<file path="src/rtl/somador_datapath.sv">
// somador_datapath: arithmetic side of the summation engine.
// Captures input-RAM words, accumulates them in groups of GROUP terms,
// commits each group sum to the output RAM on the rising edge of wren,
// and keeps a four-entry result bank that the host can read at any time.
// Protocol slips (short groups, extra terms, incomplete frames) are
// recorded in a sticky seq_err flag rather than blocking the datapath.
module somador_datapath #(
    parameter int DATA_W = 8,
    parameter int SUM_W  = 11,
    parameter int ADDR_W = 5,
    parameter int GROUP  = 8
) (
    input  logic              clk,
    input  logic              reset,
    input  logic [ADDR_W-1:0] address,
    input  logic [DATA_W-1:0] mem_q,
    input  logic              load,
    input  logic              clear,
    input  logic              transf,
    input  logic              wren,
    input  logic              ready,
    input  logic [1:0]        rd_sel,
    output logic [SUM_W-1:0]  sum_data,
    output logic [1:0]        sum_addr,
    output logic              sum_we,
    output logic [SUM_W-1:0]  rd_data,
    output logic [SUM_W-1:0]  acc,
    output logic [3:0]        term_count,
    output logic              overflow,
    output logic              seq_err,
    output logic              frame_done
);

    localparam logic [3:0] GROUP_CNT = 4'(GROUP);
    localparam logic [3:0] TERM_MAX  = 4'hF;

    // ------------------------------------------------------------------
    // State
    // ------------------------------------------------------------------
    logic [SUM_W-1:0] operand_q,    operand_d;
    logic [SUM_W-1:0] acc_q,        acc_d;
    logic [3:0]       term_q,       term_d;
    logic             overflow_q,   overflow_d;
    logic             seq_err_q,    seq_err_d;
    logic             frame_done_q, frame_done_d;
    logic [SUM_W-1:0] sum_data_q,   sum_data_d;
    logic [1:0]       sum_addr_q,   sum_addr_d;
    logic             sum_we_q,     sum_we_d;
    logic             wren_dly_q;
    logic [3:0]       grp_written_q, grp_written_d;

    // Bank read-out bus, one slice per group entry
    logic [3:0][SUM_W-1:0] bank_w;

    // ------------------------------------------------------------------
    // Shared decode
    // ------------------------------------------------------------------
    logic [1:0]     grp;
    logic           write_edge;
    logic           group_full;
    logic           bank_full;
    logic [SUM_W:0] sum_full;
    logic           unused_addr_bits;

    // Group index lives in the two top address bits; the word index is not needed here
    assign grp              = address[ADDR_W-1 -: 2];
    assign unused_addr_bits = ^address[ADDR_W-3:0];

    // Only the first cycle of a wren pulse commits, however long wren stays high
    assign write_edge = wren & ~wren_dly_q;
    assign group_full = (term_q == GROUP_CNT);
    assign bank_full  = &grp_written_q;

    // One extra bit keeps the carry out of the accumulator visible
    assign sum_full = {1'b0, acc_q} + {1'b0, operand_q};

    // Operand register: plain capture, so a same-cycle transf sees the old value
    always_comb begin
        operand_d = operand_q;
        if (load) begin
            operand_d = SUM_W'(mem_q);
        end
    end

    // Accumulator, term counter and carry tracking; clear (active low) beats transf
    always_comb begin
        acc_d      = acc_q;
        term_d     = term_q;
        overflow_d = overflow_q;
        if (!clear) begin
            acc_d  = '0;
            term_d = '0;
        end else if (transf) begin
            acc_d = sum_full[SUM_W-1:0];
            if (sum_full[SUM_W]) begin
                overflow_d = 1'b1;
            end
            term_d = (term_q == TERM_MAX) ? TERM_MAX : term_q + 4'd1;
        end
    end

    // Output-RAM write port: capture the pre-update accumulator on a write edge
    always_comb begin
        sum_data_d = sum_data_q;
        sum_addr_d = sum_addr_q;
        sum_we_d   = 1'b0;
        if (write_edge) begin
            sum_data_d = acc_q;
            sum_addr_d = grp;
            sum_we_d   = 1'b1;
        end
    end

    // Sticky protocol error: extra term, short group, or incomplete frame at ready
    always_comb begin
        seq_err_d = seq_err_q;
        if (clear && transf && group_full) begin
            seq_err_d = 1'b1;
        end
        if (write_edge && !group_full) begin
            seq_err_d = 1'b1;
        end
        if (ready && !bank_full) begin
            seq_err_d = 1'b1;
        end
    end

    // Frame bookkeeping: ready closes a full frame, a group-0 write opens the next one
    always_comb begin
        grp_written_d = grp_written_q;
        frame_done_d  = frame_done_q;
        if (write_edge && (grp == 2'd0)) begin
            frame_done_d = 1'b0;
        end
        if (ready && bank_full) begin
            frame_done_d  = 1'b1;
            grp_written_d = '0;
        end
        if (write_edge) begin
            grp_written_d[grp] = 1'b1;
        end
    end

    // Register update for everything except the bank entries
    always_ff @(posedge clk) begin
        if (reset) begin
            operand_q     <= '0;
            acc_q         <= '0;
            term_q        <= '0;
            overflow_q    <= 1'b0;
            seq_err_q     <= 1'b0;
            frame_done_q  <= 1'b0;
            sum_data_q    <= '0;
            sum_addr_q    <= '0;
            sum_we_q      <= 1'b0;
            wren_dly_q    <= 1'b0;
            grp_written_q <= '0;
        end else begin
            operand_q     <= operand_d;
            acc_q         <= acc_d;
            term_q        <= term_d;
            overflow_q    <= overflow_d;
            seq_err_q     <= seq_err_d;
            frame_done_q  <= frame_done_d;
            sum_data_q    <= sum_data_d;
            sum_addr_q    <= sum_addr_d;
            sum_we_q      <= sum_we_d;
            wren_dly_q    <= wren;
            grp_written_q <= grp_written_d;
        end
    end

    // ------------------------------------------------------------------
    // Result bank: one register per group, written alongside sum_we
    // ------------------------------------------------------------------
    for (genvar gi = 0; gi < 4; gi++) begin : g_bank
        logic [SUM_W-1:0] entry_q;
        logic             entry_we;

        assign entry_we = write_edge && (grp == 2'(gi));

        // Entry holds its group sum until the group is rewritten or reset
        always_ff @(posedge clk) begin
            if (reset) begin
                entry_q <= '0;
            end else if (entry_we) begin
                entry_q <= acc_q;
            end
        end

        assign bank_w[gi] = entry_q;
    end

    // ------------------------------------------------------------------
    // Outputs
    // ------------------------------------------------------------------
    assign rd_data    = bank_w[rd_sel];
    assign sum_data   = sum_data_q;
    assign sum_addr   = sum_addr_q;
    assign sum_we     = sum_we_q;
    assign acc        = acc_q;
    assign term_count = term_q;
    assign overflow   = overflow_q;
    assign seq_err    = seq_err_q;
    assign frame_done = frame_done_q;

endmodule

</file>
<file path="config.mk">
export PLATFORM = sky130hd
export DESIGN_NAME = somador_datapath
export DESIGN_NICKNAME = d
export VERILOG_FILES = /design/src/rtl/somador_datapath.sv
export SDC_FILE = /design/constraint.sdc
export NUM_CORES = 1
export LEC_CHECK = 0
export ABC_CLOCK_PERIOD_IN_PS = 2300
export BUFFER_PORTS_ARGS = -buffer_cell sky130_fd_sc_hd__buf_2
export CAP_MARGIN = 20
export CORE_MARGIN = 4
export CORE_UTILIZATION = 55
export DETAILED_ROUTE_END_ITERATION = 16
export PLACE_DENSITY_LB_ADDON = 0.05
export SYNTH_ARGS = -nofsm -noshare
export SYNTH_HDL_FRONTEND = slang
export SYNTH_SLANG_ARGS = --single-unit
export TNS_END_PERCENT = 5
</file>
<file path="constraint.sdc">
create_clock -name clk -period 2.3 [get_ports clk]
set_input_delay 0.46 -clock clk [delete_from_list [all_inputs] [get_ports clk]]
set_output_delay 0.46 -clock clk [all_outputs]
set_load 0.03 [all_outputs]
</file>
==> results of run 1 <==
path summary, 6_finish.rpt:
kind | to
min | operand_q[2]$_SDFFE_PP0P_
max | rd_data[1]
max reg2reg | acc[10]$_SDFFE_PP0P_
min reg2reg | sum_we$_SDFF_PP0_
flip-flops by register name, indices dropped and copies added, names as in the netlist:
register / cells
g_bank.entry_q: 44
frame_done: 1
overflow: 1
seq_err: 1
wren_dly_q: 1
acc: 11
grp_written_q: 4
sum_data: 11
sum_addr: 2
sum_we: 1
term_count: 4
operand_q: 8
metrics by stage:
stage	power (mW)	instance area (um2)
after CTS	2.903	4395
final	2.879	4395
after floorplan	1.776	3801
after global placement	1.848	4202
after global routing	2.996	4395
after detailed placement	1.855	4202
power by group through the flow:
stage	Clock [mW]	Sequential [mW]	Combinational (mW)
2_1_floorplan	0	1.64	0.138
3_3_place_gp	0	1.62	0.232
3_5_place_dp	0	1.62	0.238
4_1_cts	1.08	1.58	0.239
5_1_grt	1.15	1.58	0.262
6_report	1.06	1.58	0.236
worst max-delay path: cells and delay by family:
family,cells,cell delay (ns)
buf+inv,2,0.50
mux,1,0.56
metal layers:
metal  vias to the layer above  GRT usage [%]
met5                         -              0
met4                         0          7.789
met3                        12          4.060
met2                        65          39.91
met1                      1471          27.50
li1                       1596              -
cells in the final DEF, fill, tap and decap left out, types with 2 or more instances in the layout:
cell        n
a211oi_1    2
a21o_1      3
a21oi_1    69
a31oi_1     4
and2_1      2
and4_1      3
buf_2      61
buf_4      13
clkbuf_8    9
clkinv_2    3
dfxtp_1    89
ha_1       10
inv_1       6
mux2i_1    12
mux4_2     11
nand2_1   122
nand2b_1    6
nand3_1     2
nand3b_1    5
nor2_1     23
nor2b_1     4
nor3_1      2
o21ai_0     5
o21ai_1     4
xnor2_1     2
xor2_1      4
logic make-up after synthesis:
| group | synth area share, % |
|---|---|
| adder cells (fa/ha/maj) | 3.818 |
| AND/OR/NAND/NOR | 20.11 |
| AO/OA/AOI/OAI | 14.02 |
| buffers and inverters | 3.818 |
| multiplexers | 9.974 |
| XOR/XNOR | 1.382 |
| flip-flops | 46.87 |
area by class of cell:
| cell class | count | area, um2 |
|---|---|---|
| clock inverters | 7 | 70.07 |
| flip-flops and latches | 89 | 1782 |
| well taps | 80 | 100.1 |
| repair buffers | 75 | 422.9 |
| clock buffers | 9 | 123.9 |
| inverters | 6 | 22.52 |
| fillers | 588 | 2361 |
| multi-input cells | 313 | 1874 |
==> results.ini, run 1 <==
[run_status]
status = finished clean

[hold_path]
hold_path_depth = 3
min_path_type = input port to flop
hold_start = mem_q[2]

[routing]
remaining_drc_errors = 0
dr_total_vias = 3144
wl_per_cell_um = 15.19
dr_wl_met2_um = 4571
wl_met1_um = 3687
wl_met3_um = 398
highest-signal-layer = met4
finalWirelength_um = 8795
drtIter0Drc = 172
drtAntennaViolNets = 0
firstDrtPassIters = 4
viasPerCell = 5.430

[timing]
rsz0062_at_grt = false
fin_crit_sh_pct = 86.22
setup_ws_ns = 0.3168
hold_slack_ns = 0.3284
worst_slew_pin_slew_ns = 0.5191
fmax_mhz = 504.2
post-route-min-period_ns = 1.983
clock_skew_ns = 0.006850
setup_viol = 0
final_max_slew_viol_count = 0
tns_ns = 0
slew_headroom_pct = 65.30
final_hold_viol_count = 0

[logic_synthesis]
synth_ff_type = dfxtp_1
yosysWarnings = 0
yosys-top-cells-area = dfxtp_1 47%, nand2_1 12%, a21oi_1 9.1%
synth_commonest_cells = 122 x nand2_1, 89 x dfxtp_1, 69 x a21oi_1
synth.distinct_cells = 44
syn-cell-area_mm2 = 0.003801
netlist_instances = 436
synth_edf_count = 0
synth_top_cell_by_area = dfxtp_1
ys_seq_area_share_pct = 46.87
syn-num-nets = 469
async_flop_share_pct = 0
synth_top_area_share_pct = 46.87
ys_ff_latch = 89
synth.most_common_cell = nand2_1
syn_avg_cell_area_um2 = 8.718

[floorplan]
dieWidth_um = 91.14
core-area_mm2 = 0.006756
start_util_pct = 56.26
rows = 30
die_y_um = 91.14
die_area_mm2 = 0.008306
ios = 65

[clocking]
clock_latency_ns = 0.36
cts_buffer_depth = 2
cts-buffers-inserted = 9
cts_root_buffer = clkbuf_8
htree_levels = 3
cts_tree = yes
cts-resized-gates = 0
hold_buffers = 0
cts_setup_buffers = 0
cts.sinks = 89
cts.clk_slew.worst_paths_ns = 0.09

[finish]
layout-drive-gt1-share_pct = 21.64
layoutNonFillerInstCount = 579
syn_to_final_growth_pct = 15.64
n_antenna_cell = 0
finalNetCount = 527
final_util_pct = 65.06

[pwr]
power_frac_seq_pct = 54.9
ir_drop_mv = 0.3391
internal_power_mw = 2.147
power_density_mw_per_mm2 = 655.0
switchingPower_uw = 731.7
power_frac_comb_pct = 8.2
leakagePower_nw = 1.816
p_sw_share_pct = 25.41
p_clk_share_pct = 36.9

[run]
maxCapViolations = 0

[placed_design]
post-dp-hpwl_um = 6180
gp_congestion = 0.8105
dp_cells = 563
io_buffers = 61
place_ws_ns = 0.2933

[grt]
antenna_found_initial = 0
grt_overflow = 0
grt_pass1_wl_um = 15060
track_usage_pct = 22.57
grt_pass1_vias = 3099
grt_max_degree = 70

[setup_path]
slowest_stage = mux4_2
path_max_fanout = 11
worst-setup-path-type = input port to output port
max_stage_delay_ns = 0.56
cp.arrival_ns = 1.52
cp_common_cell = buf_2
r2r_setup_slack_ns = 0.34
cp-end-kind = output port
r2r_cells = 8
crit_required_ns = 1.84
worstReg2RegStart = operand_q[0]$_SDFFE_PP0P_
cp_cell_sequence = buf_2, mux4_2, buf_2
crit_start = rd_sel[1]
worst_setup_path_start_kind = input port

Note: power is estimated with default switching activity, not from simulation.
==> run 2: changes to the inputs <==
ABC_AREA = 1   (was default)
CORE_UTILIZATION = 56   (was 55)
==> run 2 against run 1 <==
  * Largest power group unchanged
  * Largest cell class is now flip-flops and latches
  * Global-route usage shrank 0.36 points
  * Wire length up 1.6%
  * Clock power up 17%
==> results.ini, run 2 <==
[run_status]
status = finished clean

[finish]
register_area_mm2 = 0.001782  ; unchanged
largest_register_ffs = 44  ; unchanged
final_common_cell = dfxtp_1
finalNetCount = 588  ; +12%
layout_common_cells = 89 x dfxtp_1, 69 x a21oi_1, 61 x nor2_1, 61 x buf_2, 52 x o21ai_0
layout-drive-gt1-share_pct = 18.93  ; -2.7 points
largest-register = g_bank.entry_q
n_antenna_cell = 0  ; unchanged
final_util_pct = 68.21  ; +3.2 points
syn_to_final_growth_pct = 15.19
multi_input_area_mm2 = 0.001740  ; -7.1%
nFillCells = 576  ; -2.0%

[grt]
grt_pass1_wl_um = 14960  ; -0.68%
grt_overflow = 0  ; unchanged
track_usage_pct = 22.22  ; -0.36 points
antenna_found_initial = 0  ; unchanged
grt_pass1_vias = 3202  ; +3.3%
grt_max_degree = 58  ; -17%

[routing]
wl_per_cell_um = 14.03  ; -7.6%
firstDrtPassIters = 5  ; +1
dr_total_vias = 3421  ; +8.8%
remaining_drc_errors = 0  ; unchanged
drtIter0Drc = 169  ; -1.7%
finalWirelength_um = 8940  ; +1.6%
drtAntennaViolNets = 0  ; unchanged
viasPerCell = 5.370  ; -1.1%

[placed_design]
gp_congestion = 0.8768  ; +8.2%
io_buffers = 61  ; unchanged
post-dp-hpwl_um = 6259  ; +1.3%

[timing]
final_max_slew_viol_count = 0  ; unchanged
tns_ns = 0  ; unchanged
fmax_mhz = 508.1  ; +0.77%
fin_crit_sh_pct = 85.56  ; -0.66 points
hold_slack_ns = 0.3274  ; -0.001016 ns
rsz0062_at_grt = false
final_hold_viol_count = 0  ; unchanged
setup_viol = 0  ; unchanged
slew_headroom_pct = 71.53  ; +6.2 points
worst_slew_pin_slew_ns = 0.4226  ; -0.09651 ns
clock_skew_ns = 0.01118  ; +0.004331 ns
post-route-min-period_ns = 1.968  ; -0.01518 ns

[logic_synthesis]
synth_top_area_share_pct = 46.32  ; -0.55 points
synth_top_cell_by_area = dfxtp_1
async_flop_share_pct = 0  ; unchanged
synth.distinct_cells = 35  ; -20%
ys_ff_latch = 89  ; unchanged
yosys-top-cells-area = dfxtp_1 46%, a21oi_1 9.0%, o21ai_0 6.8%
synth_ff_type = dfxtp_1
syn_avg_cell_area_um2 = 7.677  ; -12%
syn-cell-area_mm2 = 0.003846  ; +1.2%
yosysWarnings = 0  ; unchanged
netlist_instances = 501  ; +15%
ys_seq_area_share_pct = 46.32  ; -0.55 points
synth_commonest_cells = 89 x dfxtp_1, 69 x a21oi_1, 61 x nor2_1
synth_edf_count = 0  ; unchanged
synth.most_common_cell = dfxtp_1
syn-num-nets = 534  ; +14%

[setup_path]
cp.arrival_ns = 2.21  ; +0.69 ns
path_max_fanout = 4  ; -7
worst-setup-path-type = flop to flop
max_stage_delay_ns = 0.41  ; -0.15 ns
worst_setup_path_start_kind = flop
cp_common_cell = nand2_1
cp_cell_sequence = ha_1, inv_1, fa_1, o21ai_0, nand2_1, nand2_1, nand3_1, nand2_1, nor2_1
slowest_stage = fa_1
cp-end-kind = flop
crit_required_ns = 2.54  ; +0.70 ns

[floorplan]
dieWidth_um = 90.88  ; -0.29%
core-area_mm2 = 0.006495  ; -3.9%
start_util_pct = 59.22  ; +3.0 points
ios = 65  ; unchanged
die_y_um = 90.88  ; -0.29%
rows = 29  ; -3.3%
die_area_mm2 = 0.008258  ; -0.57%

[clocking]
cts-resized-gates = 0  ; unchanged
cts.sinks = 89  ; unchanged
cts_setup_buffers = 0  ; unchanged
clock_latency_ns = 0.36  ; about the same
cts.clk_slew.worst_paths_ns = 0.08  ; about the same
cts_root_buffer = clkbuf_8
hold_buffers = 0  ; unchanged
cts-buffers-inserted = 9  ; unchanged
cts_buffer_depth = 2  ; unchanged
htree_levels = 3  ; unchanged
cts_tree = yes

[hold_path]
min_path_type = input port to flop

[pwr]
leakagePower_nw = 2.013  ; +11%
ir_drop_mv = 0.3790  ; +12%
power_density_mw_per_mm2 = 751.6  ; +15%

[run]
maxCapViolations = 0  ; unchanged

## run 2: logic make-up (layout without fill, tap and decap cells)
family	count (synthesis)	in the layout	synth area share [%]
AOI/OAI and AO/OA	185	185	25.57
adders and majority gates	11	11	3.774
buffers and inverters	75	134	8.425
xor gates and xnor gates	3	3	0.6833
DFF	89	89	46.32
and+or+nand+nor	138	138	15.22
## run 2: per-stage QoR
step                cell area (um2)  setup slack [ns]  std cells  total power [mW]
finish                         4431            0.3320        637             3.330
detailed placement             4192            0.3548        621             2.127
floorplan                      3846            0.3454        501             1.999
global placement               4192            0.3861        621             2.117
global route                   4431           0.07195        637             3.482
CTS                            4431            0.3269        637             3.349
## run 2: final cells by class
| cell class | count | share of cell area (%) |
|---|---|---|
| clock inverters | 4 | 1.666 |
| flip-flops and latches | 89 | 40.21 |
| multi-input cells | 337 | 39.28 |
| inverters | 50 | 4.293 |
| well taps | 77 | 2.175 |
| repair buffers | 68 | 8.642 |
| clock buffers | 12 | 3.728 |
## run 2: final timing paths
| kind | depth (start not counted) | slack, ns | start | to |
|---|---|---|---|---|
| min | 3 | 0.33 | mem_q[3] | operand_q[3]$_SDFFE_PP0P_ |
| max reg2reg | 9 | 0.33 | operand_q[0]$_SDFFE_PP0P_ | acc[10]$_SDFFE_PP0P_ |
| min reg2reg | 2 | 0.46 | grp_written_q[2]$_SDFF_PP0_ | grp_written_q[2]$_SDFF_PP0_ |
| max | 9 | 0.33 | operand_q[0]$_SDFFE_PP0P_ | acc[10]$_SDFFE_PP0P_ |
## run 2: power by group
group / internal [mW] / total, mW / switching (mW) / leakage [nW]
combinational: 0.142 / 0.441 / 0.299 / 1.16
clock: 0.701 / 1.24 / 0.537 / 0.123
sequential: 1.61 / 1.65 / 0.0384 / 0.728
## run 2: worst max-delay path, delay by kind of cell (launching register included)
kind / cells / cell delay [ns]
flip-flops: 1 / 0.36
AO/OA/AOI/OAI: 1 / 0.39
adder cells (fa/ha/maj): 2 / 0.62
buffers and inverters: 1 / 0.07
AND/OR/NAND/NOR: 5 / 0.43
## run 2: per-layer routing
| metal | GRT usage [%] | routed length [um] |
|---|---|---|
| met1 | 28.03 | 4088 |
| met2 | 37.62 | 4271 |
| met3 | 5.333 | 484 |
| met4 | 6.658 | 95 |
| met5 | 0 | 0 |
